`src/rtl/merge_2to1_stream_if.sv`:
```
// Stream bundle for the 2:1 merge stage: two FWFT FIFO read ports in, one FIFO write port out.
// The merge block is the master; the FIFOs around it form the slave side.
interface merge_2to1_stream_if #(
  parameter int P_WIDTH = 128
);
  logic [P_WIDTH-1:0] a_data;
  logic               a_empty;
  logic               a_deq;
  logic [P_WIDTH-1:0] b_data;
  logic               b_empty;
  logic               b_deq;
  logic [P_WIDTH-1:0] data;
  logic               enq;
  logic               full;

  modport master (
    input  a_data, a_empty, b_data, b_empty, full,
    output a_deq, b_deq, data, enq
  );

  modport slave (
    output a_data, a_empty, b_data, b_empty, full,
    input  a_deq, b_deq, data, enq
  );
endinterface

```
`src/rtl/merge_2to1_stream.sv`:
```
// Sorting-tree leaf merge: combines two ascending zero-terminated runs into one
// ascending run followed by a single zero terminator.
module merge_2to1_stream #(
  parameter int P_WIDTH   = 128,
  parameter int CNT_WIDTH = 32
) (
  input  logic                 i_clk,
  input  logic                 i_rst,
  merge_2to1_stream_if.master  s,
  output logic [CNT_WIDTH-1:0] o_run_cnt
);

  localparam logic [1:0] ST_MERGE   = 2'd0;
  localparam logic [1:0] ST_DRAIN_A = 2'd1;
  localparam logic [1:0] ST_DRAIN_B = 2'd2;

  logic [1:0]         state;
  logic [1:0]         state_nxt;
  logic               out_vld;
  logic [P_WIDTH-1:0] out_data;

  logic               a_vld;
  logic               b_vld;
  logic               a_zero;
  logic               b_zero;
  logic               b_lt_a;

  logic               sel;
  logic               sel_term;
  logic               pop_a;
  logic               pop_b;
  logic [P_WIDTH-1:0] sel_data;

  logic               enq;
  logic               ld;
  logic               take;

  assign a_vld  = ~s.a_empty;
  assign b_vld  = ~s.b_empty;
  assign a_zero = a_vld && (s.a_data == '0);
  assign b_zero = b_vld && (s.b_data == '0);
  // Strict compare so that equal keys favour A.
  assign b_lt_a = s.b_data < s.a_data;

  assign enq  = out_vld & ~s.full & ~i_rst;
  assign ld   = ~out_vld | enq;
  assign take = sel & ld & ~i_rst;

  assign s.enq   = enq;
  assign s.data  = out_data;
  assign s.a_deq = take & pop_a;
  assign s.b_deq = take & pop_b;

  // NOTE: every output of this block gets a default first so no path can infer a latch.
  always_comb begin
    sel       = 1'b0;
    sel_term  = 1'b0;
    pop_a     = 1'b0;
    pop_b     = 1'b0;
    sel_data  = '0;
    state_nxt = state;
    case (state)
      ST_MERGE: begin
        if (a_vld && b_vld) begin
          if (a_zero && b_zero) begin
            sel      = 1'b1;
            sel_term = 1'b1;
            pop_a    = 1'b1;
            pop_b    = 1'b1;
          end else if (a_zero) begin
            // Park A's terminator at its head; it is popped together with B's.
            state_nxt = ST_DRAIN_B;
          end else if (b_zero) begin
            state_nxt = ST_DRAIN_A;
          end else if (b_lt_a) begin
            sel      = 1'b1;
            pop_b    = 1'b1;
            sel_data = s.b_data;
          end else begin
            sel      = 1'b1;
            pop_a    = 1'b1;
            sel_data = s.a_data;
          end
        end
      end
      ST_DRAIN_B: begin
        if (b_vld) begin
          sel   = 1'b1;
          pop_b = 1'b1;
          if (b_zero) begin
            pop_a    = 1'b1;
            sel_term = 1'b1;
            if (ld) state_nxt = ST_MERGE;
          end else begin
            sel_data = s.b_data;
          end
        end
      end
      ST_DRAIN_A: begin
        if (a_vld) begin
          sel   = 1'b1;
          pop_a = 1'b1;
          if (a_zero) begin
            pop_b    = 1'b1;
            sel_term = 1'b1;
            if (ld) state_nxt = ST_MERGE;
          end else begin
            sel_data = s.a_data;
          end
        end
      end
      default: state_nxt = ST_MERGE;
    endcase
  end

  // NOTE: sequential state uses non-blocking assignments so all registers update together at the edge.
  always_ff @(posedge i_clk) begin
    if (i_rst) begin
      state     <= ST_MERGE;
      out_vld   <= 1'b0;
      out_data  <= '0;
      o_run_cnt <= '0;
    end else begin
      state <= state_nxt;
      if (take) begin
        out_vld  <= 1'b1;
        out_data <= sel_data;
        if (sel_term) o_run_cnt <= o_run_cnt + 1'b1;
      end else if (enq) begin
        out_vld <= 1'b0;
      end
    end
  end

endmodule

```
`src/flat_wrapper.sv`:
```
// flat-port wrapper written by rule: the top's interface ports become plain ports
module merge_2to1_stream_flat 
#(
  parameter int P_WIDTH   = 128,
  parameter int CNT_WIDTH = 32
)
  (i_clk, i_rst, o_run_cnt, s_a_data, s_a_empty, s_b_data, s_b_empty, s_full, s_a_deq, s_b_deq, s_data, s_enq);
  merge_2to1_stream_if #(.P_WIDTH(P_WIDTH)) s_i ();
  input  logic i_clk;
  input  logic i_rst;
  output logic [CNT_WIDTH-1:0] o_run_cnt;
  input wire logic [$bits(s_i.a_data)-1:0] s_a_data;
  input wire logic [$bits(s_i.a_empty)-1:0] s_a_empty;
  input wire logic [$bits(s_i.b_data)-1:0] s_b_data;
  input wire logic [$bits(s_i.b_empty)-1:0] s_b_empty;
  input wire logic [$bits(s_i.full)-1:0] s_full;
  output wire logic [$bits(s_i.a_deq)-1:0] s_a_deq;
  output wire logic [$bits(s_i.b_deq)-1:0] s_b_deq;
  output wire logic [$bits(s_i.data)-1:0] s_data;
  output wire logic [$bits(s_i.enq)-1:0] s_enq;
  assign s_i.a_data = s_a_data;
  assign s_i.a_empty = s_a_empty;
  assign s_i.b_data = s_b_data;
  assign s_i.b_empty = s_b_empty;
  assign s_i.full = s_full;
  assign s_a_deq = s_i.a_deq;
  assign s_b_deq = s_i.b_deq;
  assign s_data = s_i.data;
  assign s_enq = s_i.enq;
  merge_2to1_stream #(.P_WIDTH(P_WIDTH), .CNT_WIDTH(CNT_WIDTH)) u_core (.i_clk(i_clk), .i_rst(i_rst), .s(s_i), .o_run_cnt(o_run_cnt));
endmodule
```
`config.mk`:
```
export PLATFORM = sky130hd
export DESIGN_NAME = merge_2to1_stream_flat
export DESIGN_NICKNAME = d
export VERILOG_FILES = /design/src/rtl/merge_2to1_stream_if.sv /design/src/rtl/merge_2to1_stream.sv /design/src/flat_wrapper.sv
export SDC_FILE = /design/constraint.sdc
export NUM_CORES = 1
export LEC_CHECK = 0
export ABC_AREA = 0
export CELL_PAD_IN_SITES_DETAIL_PLACEMENT = 0
export CELL_PAD_IN_SITES_GLOBAL_PLACEMENT = 1
export CORE_ASPECT_RATIO = 1.5
export CORE_MARGIN = 4
export CORE_UTILIZATION = 34
export DETAILED_ROUTE_END_ITERATION = 8
export PLACE_DENSITY_LB_ADDON = 0.1
export SETUP_SLACK_MARGIN = 0.05
export SLEW_MARGIN = 20
export SYNTH_ARGS = -nofsm -noshare
export SYNTH_HDL_FRONTEND = slang
export SYNTH_SLANG_ARGS = --single-unit
```
`constraint.sdc`:
```
create_clock -name i_clk -period 5.55 [get_ports i_clk]
set_input_delay 0.8325 -clock i_clk [delete_from_list [all_inputs] [get_ports i_clk]]
set_output_delay 0.8325 -clock i_clk [all_outputs]
set_load 0.02 [all_outputs]
```
Word-level counts from Yosys, hierarchy flattened
Cells that the tools add are included.
{ "op_classes": {"add_sub_neg": 1, "order_cmp": 1, "n_eq_ne": 9, "muxes": 48, "bitwise_logic": 12, "reduce_logical": 10} }
{ "op_table": {"columns": ["operator", "n"], "rows": [
  ["128-bit 2-to-1 mux", 9],
  ["128-bit one-hot mux with 3 select lines", 1],
  ["128-bit zero test", 2],
  ["128-bit < comparator", 1],
  ["32-bit by 1-bit adder with 32-bit output, second input constant", 1],
  ["1-bit 2-to-1 mux", 24],
  ["2-bit 2-to-1 mux", 9],
  ["1-bit one-hot mux with 3 select lines", 4],
  ["7-bit AND reduction", 1],
  ["1-bit AND", 6],
  ["2-bit by 1-bit inequality test with 1-bit output, second input constant", 3],
  ["2-bit inequality test, second input constant", 3],
  ["2-bit one-hot mux with 3 select lines", 1],
  ["1-bit NOT", 5],
  ["1-bit logical AND", 4],
  ["3-bit by 1-bit inequality test with 1-bit output, second input constant", 1],
  ["2-bit by 1-bit equality test with 1-bit output, second input constant", 1],
  ["2-bit equality test, second input constant", 1],
  ["2-bit zero test", 1],
  ["2-bit AND reduction", 1],
  ["2-bit nonzero test", 1],
  ["1-bit OR", 1]
]} }
{ "word_totals": {"regBits": 163, "input_bits": 261, "out_inout_bits": 163, "wordCells": 85} }

Depth between registers and ports, before layout
{ "logic_depth": {"word_depth": 10, "mapped_depth": 16, "depth_no_buf": 14} }

Worst setup path before layout
No wires, ideal clock.
{ "synth_path": {"kind": "input -> output", "from": "input port s_b_data[64]", "to": "output port s_a_deq", "t_arrival_ns": 3.838, "required_time_ns": 4.718, "slack_ns": 0.880, "path_stages": 14, "n_path_buf": 3, "path_cell_list": "nor4_1 > nand4_1 > nor4_1 > nand2_1 > or2_2 > clkbuf_1 > inv_1 > ha_1 > nor2_1 > o311a_1 > clkbuf_1 > clkbuf_1 > nand3_1 > o22ai_1"} }
{ "synth_between": {"elab_chain_cells": 10, "word_cells_on_any_way": 20, "classes_between": "order compare (1); mux (13); bitwise (3); reduce/logical (3)"} }
{ "synth_rtl": {"columns": ["item", "line", "text"], "rows": [
  ["start, declared", "flat_wrapper.sv:14", "input wire logic [$bits(s_i.b_data)-1:0] s_b_data;"],
  ["branches (longest 9 deep; another with 128-bit < comparator)", null, null],
  ["1-bit AND *", "merge_2to1_stream.sv:51", "assign s.a_deq = take & pop_a;"],
  ["end, declared", "flat_wrapper.sv:17", "output wire logic [$bits(s_i.a_deq)-1:0] s_a_deq;"]
]} }
Every way passes the cells marked *.

Final worst setup path
{ "layout_path": {"from": "input port s_a_data[18]", "to": "output port s_b_deq"} }
{ "layout_between": {"elab_chain_cells": 9, "word_cells_on_any_way": 19, "classes_between": "order compare (1); mux (12); bitwise (3); reduce/logical (3)"} }
{ "layout_rtl": {"columns": ["item", "line", "text"], "rows": [
  ["start, declared", "flat_wrapper.sv:12", "input wire logic [$bits(s_i.a_data)-1:0] s_a_data;"],
  ["branches (longest 8 deep; another with 128-bit < comparator)", null, null],
  ["1-bit AND *", "merge_2to1_stream.sv:52", "assign s.b_deq = take & pop_b;"],
  ["end, declared", "flat_wrapper.sv:18", "output wire logic [$bits(s_i.b_deq)-1:0] s_b_deq;"]
]} }
Marked as above.

==> parameters.txt <==
Parameter                              Value

Status
  Result of the run ... complete, no violations

Power and ir drop
  Seq pwr share ... 0.342
  Switching part of the total ... 0.350
  Static power due to leakage ... 8.08 nW
  Power per Cell Area ... ~190 nW/um2
  Clock power share ... 0.346
  Worst vdd rail ir drop ... approximately 0.16 mV
  Combinational fraction of design power ... 0.311
  Internal cell power ... between 2 and 2.5 mW
  Total chip power ... 3.63 mW
  Net switching power of the design ... around 1.3 mW

Logic synthesis
  Xor and xnor area share after synthesis ... 0.0206
  Net count of the mapped netlist ... 2,006
  Synthesized-area fraction occupied by ao, oa, aoi and oai cells ... 0.282
  Library cells used by synthesis ... 57
  Cell with the most instances after synthesis ... nor2_1
  Most numerous cell types in the synthesized netlist ... nor2_1 (179), a21oi_1 (173), dfxtp_1 (163)
  Cell type with the largest total area after synthesis ... dfxtp_1
  Sequential area share after synthesis ... 0.248
  Top flip-flop cell by instance count after synthesis ... dfxtp_1
  Main combinational cell family by area after synthesis ... compound AO/OA/AOI/OAI gates
  Top post-synthesis cells by area ... dfxtp_1 (25%), ha_1 (13%), mux2i_1 (9.7%)
  Share of synthesized cell area in and, or, nand and nor gates ... 0.150
  Proportion of netlist area held by the largest area contributor ... 0.248
  Gate count of the mapped netlist ... approximately 1,600
  Count of flip-flops with a built-in enable after synthesis ... 0
  Avg Cell Area, Syn ... 8.17 um2
  Number of warning messages in the yosys log ... 0
  Post-synthesis share of cell area spent on full adders, half adders and majority gates ... 0.126
  Multiplexer area fraction after synthesis ... 0.0973
  Mapped cell area ... roughly 13,000 um2
  Synth Register Bits ... between 150 and 200
  Share of async-settable or async-resettable flops after synthesis ... 0

CTS
  Cell chosen for the clock root ... clkbuf_16
  Number of CTS-inserted buffers ... 17
  Hold-fix buffers at CTS ... 0
  CTS tree ... done
  TritonCTS Sinks ... 163
  Clock tree buffer depth ... 2
  Setup fix buffers added after clock tree synthesis ... 0
  Insertion delay to the later sink of the worst-skew pair ... 0.45 ns
  # H-tree levels ... 4
  Clock slew at the register clock pins of the worst setup and hold paths ... approximately 0.080 ns

Detailed routing
  Count of antenna-violating nets left after detailed routing ... 0
  Initial DRC Count ... 951
  First-pass iteration count of the detailed router ... 5
  Total via count in the routed design ... around 15,000
  Final routed wire length divided by cell count ... 22.8 um
  Avg Vias per Cell ... around 5.8
  Final Routed Wirelength ... between 50,000 and 60,000 um
  DRC errors left ... 0

Worst setup path
  Endpoint arrival time on the critical path ... around 4.2 ns
  Type of origin of the critical path ... input pin
  Kind of capture point of the worst setup path ... output pin
  Cells along the critical path ... clkdlybuf4s50_1 -> nor4_1 -> nand4_1 -> nor4_2 -> buf_4 -> nand2_1 -> or2_1 -> inv_1 -> ha_1 -> nor2_1 -> buf_4 -> o311ai_4 -> o22ai_1 -> dlymetal6s2s_1
  Type of the setup path with the least slack ... input pin to output pin
  Critical R2R Capture ... u_core.o_run_cnt[25]
  Worst setup slack for register-to-register paths ... around 2.1 ns
  Cell count of the worst reg-to-reg path ... 12
  Worst setup path end ... s_b_deq
  Worst reg2reg startpoint ... u_core.state[1]
  Slowest stage delay, CP ... approximately 0.53 ns
  Launch point of the critical path ... s_a_data[18]
  Slowest-stage cell, CP ... nor4_1
  Cell repeated most along the worst path ... buf_4
  Maximum net fanout on the critical path ... 4
  Required time of the worst setup path ... 4.72 ns

Run
  Number of maximum-capacitance violations ... 0

Timing
  Setup violation total in the final timing report ... 0
  Setup repair after global routing missed its margin ... no
  Worst slew pin tran ... slightly below 1 ns
  Min setup slack post-route ... 0.487 ns
  Max-slew violation count ... 0
  Final critical path time including I/O delays and setup ... between 5 and 6 ns
  Worst Clk Skew ... 0.0119 ns
  Endpoints failing hold ... 0
  Share of the cycle needed by the critical path after routing ... 0.912
  Maximum clock rate ... 0.198 GHz
  Smallest hold slack ... about 0.52 ns
  Slew Limit Headroom ... 0.345

Global route
  Vias in the first global route ... 15,007
  Antenna violations before repair ... 8
  Largest net degree at the start of global routing ... 94
  Total grt overflow ... 0
  First-pass GRT wire length ... 87,200 um
  GR Util All Layers ... 0.263

Finish
  Fin area ... roughly 19,000 um2
  Nets ... approximately 2,400
  Share of the core filled with cells ... 0.490
  Layout Area Growth over Synthesis ... 42.8%
  Fraction of final layout cells with drive strength greater than 1 ... 0.0574

Placed design
  Routability Congestion ... between 0.8 and 0.9
  Area post-placement ... 18,100 um2
  Detailed placement HPWL ... approximately 43,000 um
  Worst slack, placed ... -0.213 ns
  Number of port buffers ... 423

Floorplanning
  Die area ... about 42,000 um2
  Initial standard-cell utilization of the core ... 0.344
  Core footprint ... roughly 38,000 um2
  Rows ... 88
  Die boundary width ... 169 um
  Vertical die dimension ... roughly 250 um
  Top Ports ... 424

Hold path
  Type of the most critical hold path ... register to register
## cell families (layout without fill, tap and decap cells)
family / count (synthesis) / in the layout
AO/OA/AOI/OAI: 511 / 511
AND/OR/NAND/NOR: 405 / 405
buffers and inverters: 241 / 650
flip-flops: 163 / 163
adder cells (fa/ha/maj): 133 / 133
multiplexers: 128 / 128
XOR/XNOR: 31 / 31
other: 0 / 7
## worst min-delay path by stage
stage,start,end,slack [ns],cells past startpoint
after floorplan,u_core.out_vld,u_core.out_vld,0.49,2
after global placement,u_core.o_run_cnt[31],u_core.o_run_cnt[31],0.50,2
after detailed placement,u_core.s.data[99],u_core.s.data[99],0.52,2
after CTS,u_core.s.data[99],u_core.s.data[99],0.53,2
after global routing,u_core.o_run_cnt[25],u_core.o_run_cnt[25],0.58,2
final,u_core.o_run_cnt[31],u_core.o_run_cnt[31],0.52,2
## metrics by stage
step	TNS, ns	cells
floorplan	0	1612
global placement	-0.449	2484
detailed placement	-1.63	2484
CTS	0	2516
global route	0	2520
finish	0	2523
## power groups by stage
stage                     clock network, mW  logic (mW)  registers [mW]
after floorplan                           0       0.532            1.32
after global placement                    0        1.12            1.27
after detailed placement                  0        1.13            1.27
after CTS                              1.30        1.13            1.24
after global routing                   1.33        1.23            1.25
final                                  1.26        1.13            1.24
## sequential cells by signal, summed over array words and instances, names as in the netlist
signal / cells
u_core.s.data: 128
u_core.o_run_cnt: 32
u_core.state: 2
u_core.out_vld: 1
## cell usage in the layout, fill, tap and decap left out, drive strengths merged, types with 3 or more instances in the layout
master,n
a211o,130
a211oi,13
a21o,10
a21oi,174
a221oi,127
a31oi,3
and3,10
and4,6
buf,61
clkbuf,17
clkdlybuf4s50,420
clkinv,6
dfxtp,163
diode,7
ha,133
inv,143
mux2i,128
nand2,42
nand2b,3
nand3,29
nand4,44
nor2,179
nor2b,4
nor3,8
nor4,71
o2111ai,4
o211ai,4
o21a,7
o21ai,18
o22ai,4
xnor2,3
xor2,28
## timing repair
action                                  CTS  global route
hold endpoints to repair                  0             0
resized for setup                         5             9
endpoints found under the setup margin    2             2
pin swaps                                 0             0
## critical path, delay by kind of cell
kind / cells / cell delay, ns
AND/OR/NAND/NOR: 6 / 1.63
buffers and inverters: 5 / 1.22
AO/OA/AOI/OAI: 2 / 0.32
adder cells (fa/ha/maj): 1 / 0.23
## per-layer routing
metal,vias to the layer above,wire length (um),global-route usage
li1,6967,-,-
met5,-,26,0
met3,117,3830,0.0627
met1,7130,21400,0.286
met4,4,2660,0.122
met2,508,29500,0.477
## layout make-up
type / count / area, um2
fill: 3866 / 19500
antenna: 7 / 17.5
tap: 495 / 619
inverter: 135 / 507
clock buffer: 17 / 425
timing repair buffer: 483 / 4740
sequential: 163 / 3260
clock inverter: 15 / 180
multi-input combinational: 1208 / 9040
(Power assumes the default switching activity.)
